## src/rtl/mult_share_pkg.sv

```systemverilog
// Shared types and width helpers for the shared-multiplier scheduler.
// Product is 2*WIDTH bits; the accumulator carries one extra carry bit.
package mult_share_pkg;

  typedef enum logic [1:0] {
    IDLE = 2'd0,
    RUN  = 2'd1,
    DONE = 2'd2
  } state_t;

  localparam int WIDTH_D = 4;
  localparam int PROD_W  = 2 * WIDTH_D;
  localparam int ACC_W   = 2 * WIDTH_D + 1;

  function automatic int prod_w(input int w);
    return 2 * w;
  endfunction

  function automatic int acc_w(input int w);
    return 2 * w + 1;
  endfunction

endpackage

```

## src/rtl/mult_share_sched_core.sv

```systemverilog
// Sequential shift-add unsigned multiplier: one add+shift per cycle,
// exactly WIDTH iterations after start, result held until next start.
module seq_mult_core
  import mult_share_pkg::*;
#(
  parameter int WIDTH = WIDTH_D
) (
  input  logic                  clk,
  input  logic                  reset,
  input  logic                  start,
  input  logic [WIDTH-1:0]      a,
  input  logic [WIDTH-1:0]      b,
  output logic                  done,
  output logic [2*WIDTH-1:0]    product
);

  localparam int AW = acc_w(WIDTH);
  localparam int PW = prod_w(WIDTH);
  localparam int CW = $clog2(WIDTH + 1);

  logic [AW-1:0]    acc;
  logic [WIDTH-1:0] breg;
  logic [CW-1:0]    cnt;
  logic             run;
  logic [WIDTH:0]   upper;

  // acc[AW-1] is always zero here, so this equals the carry-kept sum
  assign upper = acc[AW-1:WIDTH]
               + {1'b0, breg & {WIDTH{acc[0]}}};

  assign done    = run && (cnt == CW'(WIDTH - 1));
  assign product = acc[PW-1:0];

  always_ff @(posedge clk) begin
    if (reset) begin
      acc  <= '0;
      breg <= '0;
      cnt  <= '0;
      run  <= 1'b0;
    end else if (start) begin
      acc  <= {{(WIDTH+1){1'b0}}, a};
      breg <= b;
      cnt  <= '0;
      run  <= 1'b1;
    end else if (run) begin
      acc <= {upper, acc[WIDTH-1:0]} >> 1;
      cnt <= cnt + 1'b1;
      if (done) run <= 1'b0;
    end
  end

endmodule

```

## src/rtl/mult_share_sched.sv

```systemverilog
// Round-robin scheduler sharing one sequential multiplier among
// NREQ requesters, with a tagged valid/ready result channel.
module mult_share_sched
  import mult_share_pkg::*;
#(
  parameter int NREQ  = 4,
  parameter int WIDTH = WIDTH_D,
  parameter int IDW   = 2
) (
  input  logic                  clk,
  input  logic                  reset,
  input  logic [NREQ-1:0]       req_valid,
  output logic [NREQ-1:0]       req_ready,
  input  logic [NREQ*WIDTH-1:0] req_a,
  input  logic [NREQ*WIDTH-1:0] req_b,
  output logic                  resp_valid,
  input  logic                  resp_ready,
  output logic [IDW-1:0]        resp_id,
  output logic [2*WIDTH-1:0]    resp_product,
  output logic                  busy
);

  state_t           state, state_n;
  logic [IDW-1:0]   rr_ptr;
  logic [IDW-1:0]   grant_id;
  logic             any_req;
  logic             accept;
  logic             core_done;
  logic [WIDTH-1:0] a_sel, b_sel;

  // first set req_valid bit at or after rr_ptr, wrapping
  always_comb begin
    int idx;
    any_req  = 1'b0;
    grant_id = '0;
    idx      = 0;
    for (int k = 0; k < NREQ; k++) begin
      idx = int'(rr_ptr) + k;
      if (idx >= NREQ) idx = idx - NREQ;
      if (!any_req && req_valid[idx]) begin
        any_req  = 1'b1;
        grant_id = IDW'(idx);
      end
    end
  end

  assign a_sel = req_a[grant_id*WIDTH +: WIDTH];
  assign b_sel = req_b[grant_id*WIDTH +: WIDTH];

  assign accept = (state == IDLE) && any_req;

  assign req_ready = (accept && !reset)
                   ? (NREQ'(1) << grant_id)
                   : '0;

  assign resp_valid = (state == DONE) && !reset;
  assign busy       = (state != IDLE) && !reset;

  always_comb begin
    state_n = state;
    unique case (state)
      IDLE:    if (accept) state_n = RUN;
      RUN:     if (core_done) state_n = DONE;
      DONE:    if (resp_ready) state_n = IDLE;
      default: state_n = IDLE;
    endcase
  end

  always_ff @(posedge clk) begin
    if (reset) begin
      state   <= IDLE;
      rr_ptr  <= '0;
      resp_id <= '0;
    end else begin
      state <= state_n;
      if (accept) begin
        resp_id <= grant_id;
        rr_ptr  <= (grant_id == IDW'(NREQ - 1))
                 ? '0 : grant_id + 1'b1;
      end
    end
  end

  seq_mult_core #(
    .WIDTH(WIDTH)
  ) u_core (
    .clk    (clk),
    .reset  (reset),
    .start  (accept),
    .a      (a_sel),
    .b      (b_sel),
    .done   (core_done),
    .product(resp_product)
  );

endmodule
```

## config.mk

```make
export PLATFORM = sky130hd
export DESIGN_NAME = mult_share_sched
export DESIGN_NICKNAME = d
export VERILOG_FILES = /design/src/rtl/mult_share_pkg.sv /design/src/rtl/mult_share_sched_core.sv /design/src/rtl/mult_share_sched.sv
export SDC_FILE = /design/constraint.sdc
export NUM_CORES = 1
export LEC_CHECK = 0
export BUFFER_PORTS_ARGS = -buffer_cell sky130_fd_sc_hd__buf_2
export CAP_MARGIN = 20
export CORE_ASPECT_RATIO = 1.75
export CORE_MARGIN = 2
export CORE_UTILIZATION = 40
export CTS_BUF_LIST = sky130_fd_sc_hd__clkbuf_16
export DETAILED_ROUTE_END_ITERATION = 8
export PLACE_DENSITY = 0.69
export SLEW_MARGIN = 40
export SYNTH_ARGS = -nofsm -noshare
export SYNTH_HDL_FRONTEND = slang
export SYNTH_SLANG_ARGS = --single-unit
```

## constraint.sdc

```tcl
create_clock -name clk -period 3.5 [get_ports clk]
set_clock_uncertainty 0.1 [all_clocks]
set_input_delay 0.7 -clock clk [delete_from_list [all_inputs] [get_ports clk]]
set_output_delay 0.7 -clock clk [all_outputs]
set_load 0.005 [all_outputs]
```

-- After elaboration in Yosys (flattened, before gate mapping)
Cells that the tools add are included.
- output and inout bits: 16
- bits in registers: 22
- input bits: 39
- word-level logic and storage cells: 89
- shift operators: 3
- equality and inequality tests: 7
- reduce and logical (&&, ||, !) cells: 17
- mux-type cells: 35
- add/subtract/negate cells: 10
- $lt $le $gt $ge: 8
- bitwise logic cells: 1
- operators by type and width (kind ; count):
    $lt 32x4->1 const B ; 4
    $mux 32 ; 4
    $shiftx 16x5->4 ; 2
    $mux 2 ; 8
    $mux 1 ; 15
    $mux 4 ; 3
    $sub 3x3->4 const B ; 3
    $ge 3x3->1 const B ; 3
    $bmux 1 s2 ; 4
    $logic_and 1x1->1 ; 8
    $add 2x2->3 const B ; 2
    $ne 2x2->1 const B ; 3
    $pmux 2 s3 ; 1
    $add 4x4->5 ; 1
    $and 4x4->4 ; 1
    $eq 2x2->1 const B ; 2
    $logic_not 1->1 ; 4
    $reduce_bool 2->1 ; 2
    $shl 1x2->4 const A ; 1
    $sub 2x3->4 const B ; 1
    $add 2x1->3 const B ; 1
    $add 3x1->3 const B ; 1
    $eq 3x2->1 const B ; 1
    $ge 2x3->1 const B ; 1
    5 further kinds ; 5

-- Logic depth before layout (Yosys ltp)
Gate-level depths: netlist of run 1.
- depth after elaboration: 18
- gate-level depth with buffers: 10
- mapped depth without buffers: 7

-- Hierarchy
Synthesis of run 1 repeated with hierarchy kept, for this count alone.
- cells, all modules: 161
- area, all modules: 1465.2 µm²
- by module, submodules not included (module ; cells each ; area an instance (µm²) ; sequential area each (µm²) ; instances):
    seq_mult_core ; 85 ; 812.0 ; 320.3 ; 1
    mult_share_sched ; 76 ; 653.1 ; 120.1 ; 1

-- Least setup slack after synthesis of run 1
Ideal clock, no wire load.
- path kind: input port to output port
- start: input port req_valid[0]
- end: output port req_ready[1]
- buffers on the path: 3
- slack: 0.525 ns
- required time: 2.700 ns
- stages: 9
- arrival: 2.175 ns
- path through: nor2b_1 -> or4b_1 -> buf_2 -> and2_4 -> buf_6 -> buf_6 -> inv_1 -> ha_1 -> and2_1
- elaborated cells on any way between the ends: 30
- classes of those cells: shift (1); mux (21); reduce/logical (8)
- RTL lines (what ; RTL line ; source):
    start: declaration ; mult_share_sched.sv:12 ; input logic [NREQ-1:0] req_valid,
    $bmux 1 s2 ; mult_share_sched.sv:40 ; if (!any_req && req_valid[idx]) begin
    $mux 1 (not written as such) (2 in series) ; mult_share_sched.sv:40 ;
    $mux 1 ; mult_share_sched.sv:40 ;
    $logic_not 1->1 ; mult_share_sched.sv:40 ;
    $logic_and 1x1->1 ; mult_share_sched.sv:40 ;
    $mux 1 ; mult_share_sched.sv:40 ;
    $logic_not 1->1 ; mult_share_sched.sv:40 ;
    $logic_and 1x1->1 ; mult_share_sched.sv:40 ;
    $mux 1 ; mult_share_sched.sv:40 ;
    $logic_not 1->1 ; mult_share_sched.sv:40 ;
    $logic_and 1x1->1 ; mult_share_sched.sv:40 ;
    $mux 2 (*) ; mult_share_sched.sv:40 ;
    named net grant_id[0] ; mult_share_sched.sv:25 ; logic [IDW-1:0] grant_id;
    $shl 1x2->4 (*) ; mult_share_sched.sv:53 ; ? (NREQ'(1) << grant_id)
    $mux 4 (*) ; mult_share_sched.sv:53 ;
    end: declaration ; mult_share_sched.sv:13 ; output logic [NREQ-1:0] req_ready,
Mark *: on every way through the listed nets, which the timed path passes. The rest lies on a longest branch. The select of a mux whose other input is x is not followed.

-- Worst setup path in the final report of run 1
Same ends and word-level chain as after synthesis.

==> reports/metrics.cfg, run 1 <==
[outcome]
status=completed

[logic_synthesis]
seq_area_frac_synth_pct=30.1
synthTopCellsByArea=dfxtp_1, ha_1, mux2i_1
synth-main-ff-cell=dfxtp_1
synth_most_common_cell=dfxtp_1
netlist_area_sq_mm=0.00146
syn-instance-count=170
yosys-mux-area-fraction_pct=6.84
synth_top_family_by_area=compound AO/OA/AOI/OAI gates
synth_common_cells=dfxtp_1, nor2_1, a211oi_1, inv_1
ys_ff_latch=22
synthArstFlopShare_pct=0
synth_fa_ha_area_share_pct=9.92
netlist.top_cell.by_area=dfxtp_1
synth_compound_gate_area_share_pct=24.7
synth.avg_cell_area_sq_um=8.60
synth_top_area_share_pct=30.1
ys_types=33
synth-edff-count=0
synth_xor_area_share_pct=1.80
synth_fp_nets=220
synth-simple-area-share_pct=19.6
synth_warnings=0

[cts]
postCtsSetupRepairBufs=0
htreeDepth=1
clock-sinks=22
post_cts_resized=0
cts_root_buf=clkbuf_16
clk_latency_ps=250
cts_tree=yes
holdBufCountCts=0
numCtsBuffers=3
cts_max_path_buffers=2
clk_pin_slew_ps=60

[global_routing]
grt_max_degree=21
grt_pass1_wl_mm=5.46
grt_pass1_vias=1332
gr-total-overflow=0
antenna_found_initial=0
grt_usage_pct=16.6

[placed_design]
hpwl_mm=2.69
pre_cts_ws_ps=503
place_congestion=0.766
port_buffers=54

[pwr]
power_switching_share_pct=28.6
seqPwrFrac_pct=40.5
power_density_mw_per_mm2=397
clkPwrFrac_pct=33.0
p_comb_share_pct=26.5
ir_drop_uv=220
leakagePower_nw=0.935
p_switching_mw=0.207
p_int_mw=0.519

[floorplan]
die_area_sq_mm=0.00418
die_x_um=49.7
initial_core_util_pct=41.1
row_count=29
core_area_sq_mm=0.00356
ios=55
die_h_um=84.0

[setup_path]
regToRegStartpoint=rr_ptr[0]$_SDFFE_PP0N_
rrSetupSlack_ps=1570
cp.required_ps=2700
cp_max_fo=20
critical_path.reg2reg.endpoint=rr_ptr[1]$_SDFFE_PP0N_
cp-start-kind=primary input
ff2ff_path_depth=7
crit_type=in2out
crit_path_end_kind=output pin
arrival_ps=2190

[cells_and_area]
multi_input_area_sq_um=920
areaGrowthSynthToFinish_pct=25.1
n_antenna_cell=0
drive_gt1_share_pct=29.2
nFillCells=384
nNetsFinal=270
seq_area_sq_um=440

[routing]
totalWireLength_mm=3.28
drc=0
antenna_left=0
vias=1369
via_per_inst=5.17
drt_iter0_markers=11
first_pass_iters=4
wire_per_inst_um=12.4

[worst_hold_path]
min_from=u_core.breg[3]$_SDFFE_PP0N_
holdPathEnd=u_core.breg[3]$_SDFFE_PP0N_
whs_path_depth=2
hold_path_class=reg2reg

[timing]
timing.slew.headroom_pct=52.9
finalHoldViolCount=0
fmax_ghz=0.334
finalCritPeriodShare_pct=85.5
final.min_clock_period_ps=2990
setup_slack_ps=509
drv_slew=0
final-setup-viol-count=0
rsz0062_at_grt=no
final.setup.tns_ps=0
worstMarginPinSlew_ps=705

[job]
maxCapViolations=0

## sequential cells by signal (all words and copies together), names as in the netlist
name / flops
u_core.breg: 4
state: 2
u_core.run: 1
u_core.cnt: 3
u_core.acc: 8
rr_ptr: 2
resp_id: 2
## layer usage
metal  GRT usage (%)  wire length [um]  up-vias  part of all wire [%]
met2            29.8              1810       33                    55
li1                -                 -      705                     -
met3            1.79               117        7                   3.6
met1            18.2              1280      624                    39
met4            9.34                74        0                   2.3
met5               0                 0        -                     0
## critical path, cell delays in order
cell     delay, ps
buf_2          120
nor2b_1        120
or4b_1         510
and2_4         250
inv_1          120
ha_1           150
and2_1         110
buf_2          110
## layout by cell type, fill, tap and decap left out
| cell type | instances |
|---|---|
| o31ai_1 | 4 |
| o211a_1 | 8 |
| o32ai_2 | 1 |
| ha_1 | 10 |
| nor3_1 | 2 |
| or4b_1 | 1 |
| or4_1 | 1 |
| buf_4 | 3 |
| or3b_2 | 1 |
| nand3_1 | 9 |
| a21oi_1 | 6 |
| inv_1 | 11 |
| nand2_1 | 6 |
| dfxtp_1 | 22 |
| a21o_1 | 2 |
| or2_2 | 1 |
| clkbuf_16 | 3 |
| and2_4 | 1 |
| o21ai_0 | 1 |
| o32ai_1 | 4 |
| nand4b_1 | 1 |
| a21boi_0 | 9 |
| nor3b_1 | 1 |
| nor2b_1 | 4 |
| buf_2 | 54 |
| clkinv_1 | 1 |
| mux2i_1 | 10 |
| nor2_1 | 17 |
| and2_1 | 8 |
| xnor2_1 | 3 |
| fa_1 | 1 |
| nand2b_1 | 2 |
| a211oi_1 | 11 |
## area by class of cell
type                            instances  area share (%)
Timing Repair Buffer                   57            16.0
Clock buffer                            3            4.10
Tap cell                               46            3.14
Clock inverter                          1           0.205
Multi-Input combinational cell        125            50.2
Inverter                               11            2.26
Sequential cell                        22            24.1
## worst max-delay path by stage
stage                         to  slack, ps    startpoint
finish              req_ready[1]        510  req_valid[0]
detailed placement  req_ready[1]        500  req_valid[0]
floorplan           req_ready[1]        520  req_valid[0]
global route        req_ready[1]        400  req_valid[0]
global placement    req_ready[1]        540  req_valid[0]
CTS                 req_ready[1]        500  req_valid[0]
## cell families after synthesis
| kind of cell | after synthesis |
|---|---|
| XOR/XNOR | 3 |
| flip-flops | 22 |
| buffers and inverters | 23 |
| AO/OA/AOI/OAI | 46 |
| adder cells (fa/ha/maj) | 11 |
| AND/OR/NAND/NOR | 55 |
| multiplexers | 10 |
## power by group through the flow
| stage | registers [mW] | clock network [mW] | logic [mW] |
|---|---|---|---|
| after floorplan | 0.291 | 0 | 0.141 |
| after global placement | 0.299 | 0 | 0.189 |
| after detailed placement | 0.300 | 0 | 0.194 |
| after CTS | 0.294 | 0.245 | 0.195 |
| after global routing | 0.298 | 0.256 | 0.217 |
| final | 0.294 | 0.240 | 0.193 |
## stage by stage
stage | power, mW | utilization, % | cell area [sq um] | cells | hold slack, ps
5_1_grt | 0.772 | 51.5 | 1830 | 265 | 377
3_5_place_dp | 0.494 | 49.3 | 1750 | 261 | 337
6_report | 0.726 | 51.5 | 1830 | 265 | 347
3_3_place_gp | 0.488 | 49.3 | 1750 | 261 | 329
2_1_floorplan | 0.433 | - | 1460 | 170 | 317
4_1_cts | 0.735 | 51.5 | 1830 | 265 | 351
Note: power is estimated with default switching activity, not from simulation.
==> inputs of run 2 (changes only) <==
CORE_UTILIZATION = 49   (was 40)
CTS_CLUSTER_SIZE = 16   (was unset)
PLACE_DENSITY = 0.82   (was 0.69)
==> run 2 against run 1 <==
Net effect: critical path depth did not move; critical endpoint unchanged; global-route usage rose by 1.3 points; final cell count fell by 7.2%.
==> reports/metrics.cfg, run 2 (same netlist as run 1, synthesis figures left out) <==
[cts]
clk_latency_ps=250
post_cts_resized=0
cts_root_buf=clkbuf_16
clk_pin_slew_ps=50
numCtsBuffers=3
postCtsSetupRepairBufs=0
clock-sinks=22
holdBufCountCts=0
htreeDepth=1
cts_tree=yes
cts_max_path_buffers=2

[timing]
drv_slew=0
finalHoldViolCount=0
final.min_clock_period_ps=2950
final.setup.tns_ps=0
timing.slew.headroom_pct=53.5
rsz0062_at_grt=no
finalCritPeriodShare_pct=84.3
fmax_ghz=0.339
final-setup-viol-count=0
worstMarginPinSlew_ps=697

[pwr]
leakagePower_nw=0.933
ir_drop_uv=431
p_switching_mw=0.198
p_int_mw=0.516
p_comb_share_pct=26.2
power_density_mw_per_mm2=396
seqPwrFrac_pct=41.2
clkPwrFrac_pct=32.6
power_switching_share_pct=27.7
total_power_mw=0.714

[setup_path]
crit_chain=buf_2, nor2b_1, or4b_1, and2_4, inv_1, ha_1, and2_1, buf_2
worstSetupPathDepth=8
cp-start-kind=primary input
max_stage_delay_ps=510
crit_family=simple AND/OR/NAND/NOR gates
worstPathBufferInverterCount=3
cp_max_fo=20
ff2ff_path_depth=7
cp_slowest_cell=or4b_1
critical_path.reg2reg.endpoint=rr_ptr[1]$_SDFFE_PP0N_
crit_end=req_ready[1]
rrSetupSlack_ps=1600
crit_path_end_kind=output pin
arrival_ps=2150
regToRegStartpoint=rr_ptr[0]$_SDFFE_PP0N_
cp.required_ps=2700
crit_type=in2out
timing.critical_path.mode_cell=buf_2
worstSetupStartpoint=req_valid[0]

[cells_and_area]
largest_reg_flops=8
final_cell_mix=buf_2, dfxtp_1, nor2_1
nNetsFinal=270
n_antenna_cell=0
areaGrowthSynthToFinish_pct=23.4
max_flop_register=u_core.acc
drive_gt1_share_pct=29.4
final_common_cell=buf_2
largestRegisters=u_core.acc x8, u_core.breg x4, u_core.cnt x3

[routing]
first_pass_iters=4
antenna_left=0
vias=1345
via_per_inst=5.47
drt_iter0_markers=23
totalWireLength_mm=3.03
drc=0
wire_per_inst_um=12.3

[worst_hold_path]
min_from=u_core.breg[1]$_SDFFE_PP0N_
hold_path_class=reg2reg

[global_routing]
grt_max_degree=21
antenna_found_initial=0
grt_usage_pct=17.9
gr-total-overflow=0
grt_pass1_wl_mm=4.91
grt_pass1_vias=1204

[placed_design]
port_buffers=54
place_congestion=0.843
hpwl_mm=2.45

[floorplan]
initial_core_util_pct=50.5
row_count=26
die_h_um=76.3
die_area_sq_mm=0.00346
die_x_um=45.3
ios=55
core_area_sq_mm=0.00290

[outcome]
status=completed

[job]
maxCapViolations=0

==> run 2: changes by cell type in the layout (fill, tap and decap cells not counted), sizes merged <==
cell / delta
clkinv: -1
==> run 2: area by class of cell <==
class                   instances  area [sq um]
flip-flops and latches         22           440
multi-input cells             125           920
well taps                      28          35.0
clock buffers                   3          75.1
inverters                      11          41.3
fillers                       271          1090
repair buffers                 57           293
==> run 2: power groups by stage <==
stage | Clock, mW | Combinational [mW] | Sequential (mW)
after floorplan | 0 | 0.141 | 0.291
after global placement | 0 | 0.185 | 0.299
after CTS | 0.237 | 0.189 | 0.294
after detailed placement | 0 | 0.187 | 0.299
final | 0.233 | 0.187 | 0.294
after global routing | 0.246 | 0.207 | 0.298
==> run 2: worst min path at each step <==
| stage | to | cells after the start | slack [ps] |
|---|---|---|---|
| floorplan | u_core.breg[0]$_SDFFE_PP0N_ | 2 | 320 |
| global placement | u_core.breg[2]$_SDFFE_PP0N_ | 2 | 330 |
| detailed placement | u_core.breg[2]$_SDFFE_PP0N_ | 2 | 340 |
| CTS | u_core.breg[2]$_SDFFE_PP0N_ | 2 | 350 |
| global route | u_core.breg[2]$_SDFFE_PP0N_ | 2 | 380 |
| finish | u_core.breg[1]$_SDFFE_PP0N_ | 2 | 350 |
==> run 2: metrics by stage <==
| stage | area (sq um) | utilization, % | instances | worst slack (ps) | hold slack (ps) |
|---|---|---|---|---|---|
| floorplan | 1460 | - | 170 | 525 | 317 |
| global placement | 1730 | 59.7 | 243 | 560 | 328 |
| detailed placement | 1730 | 59.7 | 243 | 542 | 338 |
| CTS | 1800 | 62.3 | 246 | 538 | 350 |
| global route | 1800 | 62.3 | 246 | 438 | 376 |
| finish | 1800 | 62.3 | 246 | 551 | 348 |
==> run 2: tightest hold or removal path: stages, from the launching register on <==
cell     delay (ps)
dfxtp_1         320
nand2_1          50
o31ai_1          50
==> run 2: routing by layer <==
| layer | part of all wire (%) | GRT usage [%] |
|---|---|---|
| met1 | 42 | 22.0 |
| met2 | 53 | 30.0 |
| met3 | 3.4 | 2.61 |
| met4 | 0.96 | 6.76 |
| met5 | 0 | 0 |
==> inputs of run 3 (changes only) <==
clock period = 2.9 ns   (was 3.5 ns; I/O delays follow)
==> run 3 against run 2 <==
Net effect: cell area grew 0.21%; sequential cell count unchanged; core utilization is 0.13 points higher; die area is the same; global-route usage is 0.83 points higher; worst hold slack gained 1.7 ps; power up 22%; critical endpoint unchanged; largest power group unchanged.
==> reports/metrics.cfg, run 3 (same netlist as run 1, synthesis figures left out) <==
[outcome]
status=completed

[setup_path]
max_stage_delay_ps=530
crit_type=in2out
crit_chain=buf_2, nor2b_1, or4b_1, and2_4, inv_1, ha_1, and2_1, buf_2
worstPathBufferInverterCount=3
cp_slowest_cell=or4b_1
timing.critical_path.mode_cell=buf_2
crit_path_end_kind=output pin
cp_max_fo=20
cp.required_ps=2220
crit_family=simple AND/OR/NAND/NOR gates
arrival_ps=2070
cp-start-kind=primary input

[pwr]
ir_drop_uv=312
leakagePower_nw=0.935
power_density_mw_per_mm2=482
total_power_mw=0.872

[timing]
rsz0062_at_grt=no
finalCritPeriodShare_pct=94.7
finalHoldViolCount=0
worstMarginPinSlew_ps=704
final.setup.tns_ps=0
fmax_ghz=0.364
drv_slew=0
timing.slew.headroom_pct=53.0
final-setup-viol-count=0
final.min_clock_period_ps=2750

[cells_and_area]
final_core_util_pct=62.4
nNetsFinal=270
final_cell_mix=buf_2, dfxtp_1, nor2_1
n_antenna_cell=0
max_flop_register=u_core.acc
largest_reg_flops=8
areaGrowthSynthToFinish_pct=23.6
final_common_cell=buf_2
final_cells=247
largestRegisters=u_core.acc x8, u_core.breg x4, u_core.cnt x3
drive_gt1_share_pct=29.2

[routing]
drc=0
first_pass_iters=5
drt_iter0_markers=31
totalWireLength_mm=3.14
via_per_inst=5.57
vias=1376
antenna_left=0
wire_per_inst_um=12.7

[floorplan]
ios=55
initial_core_util_pct=50.5
core_area_sq_mm=0.00290
die_area_sq_mm=0.00346
die_x_um=45.3
row_count=26
die_h_um=76.3

[worst_hold_path]
hold_path_class=reg2reg

[cts]
cts_tree=yes
postCtsSetupRepairBufs=0
cts_max_path_buffers=2
post_cts_resized=0
cts_root_buf=clkbuf_16
htreeDepth=1
clock-sinks=22
numCtsBuffers=3
clk_latency_ps=250
holdBufCountCts=0
clk_pin_slew_ps=60

[global_routing]
grt_usage_pct=18.8
grt_max_degree=21
grt_pass1_wl_mm=5.04
antenna_found_initial=0
gr-total-overflow=0
grt_pass1_vias=1245

[placed_design]
port_buffers=54
hpwl_mm=2.56
place_congestion=0.803
place_inst=243

[job]
maxCapViolations=0

[run 3: through the flow]
step	instance area [sq um]	setup slack (ps)	hold slack [ps]
4_1_cts	1810	145	355
3_3_place_gp	1730	201	330
3_5_place_dp	1730	153	343
6_report	1810	155	350
5_1_grt	1810	14.3	390
2_1_floorplan	1460	165	317
[run 3: final timing paths]
kind / from / to / slack, ps / cells after the start
min reg2reg: u_core.breg[0]$_SDFFE_PP0N_ / u_core.breg[0]$_SDFFE_PP0N_ / 350 / 2
max reg2reg: rr_ptr[0]$_SDFFE_PP0N_ / rr_ptr[1]$_SDFFE_PP0N_ / 980 / 7
max: req_valid[0] / req_ready[1] / 150 / 8
min: u_core.breg[0]$_SDFFE_PP0N_ / u_core.breg[0]$_SDFFE_PP0N_ / 350 / 2
[run 3: cell type report]
| cell class | count | area (sq um) |
|---|---|---|
| Fill cell | 278 | 1090 |
| Multi-Input combinational cell | 125 | 920 |
| Sequential cell | 22 | 440 |
| Timing Repair Buffer | 57 | 293 |
| Clock buffer | 3 | 75.1 |
| Inverter | 11 | 41.3 |
| Tap cell | 28 | 35.0 |
| Clock inverter | 1 | 3.75 |
[run 3: worst reg2reg max path, stage by stage (launching register included)]
cell and delay, ps:
dfxtp_1 370, nor2b_1 80, or4b_1 500, and2_4 250
inv_1 110, ha_1 240, mux2i_1 120, nor2_1 50
[run 3: routing by layer]
metal / vias up / share of wire, % / GRT usage, %
met5: - / 0 / 0
met4: 0 / 2.0 / 8.53
met3: 8 / 3.8 / 2.37
met2: 43 / 52 / 31.0
met1: 617 / 42 / 22.9
li1: 708 / - / -
[run 3: power by group]
| part | internal [mW] | leakage, nW | total (mW) | switching [mW] |
|---|---|---|---|---|
| registers | 0.329 | 0.181 | 0.355 | 0.0256 |
| clock network | 0.184 | 0.0385 | 0.288 | 0.105 |
| logic | 0.112 | 0.715 | 0.229 | 0.117 |
| total | 0.625 | 0.935 | 0.872 | 0.247 |
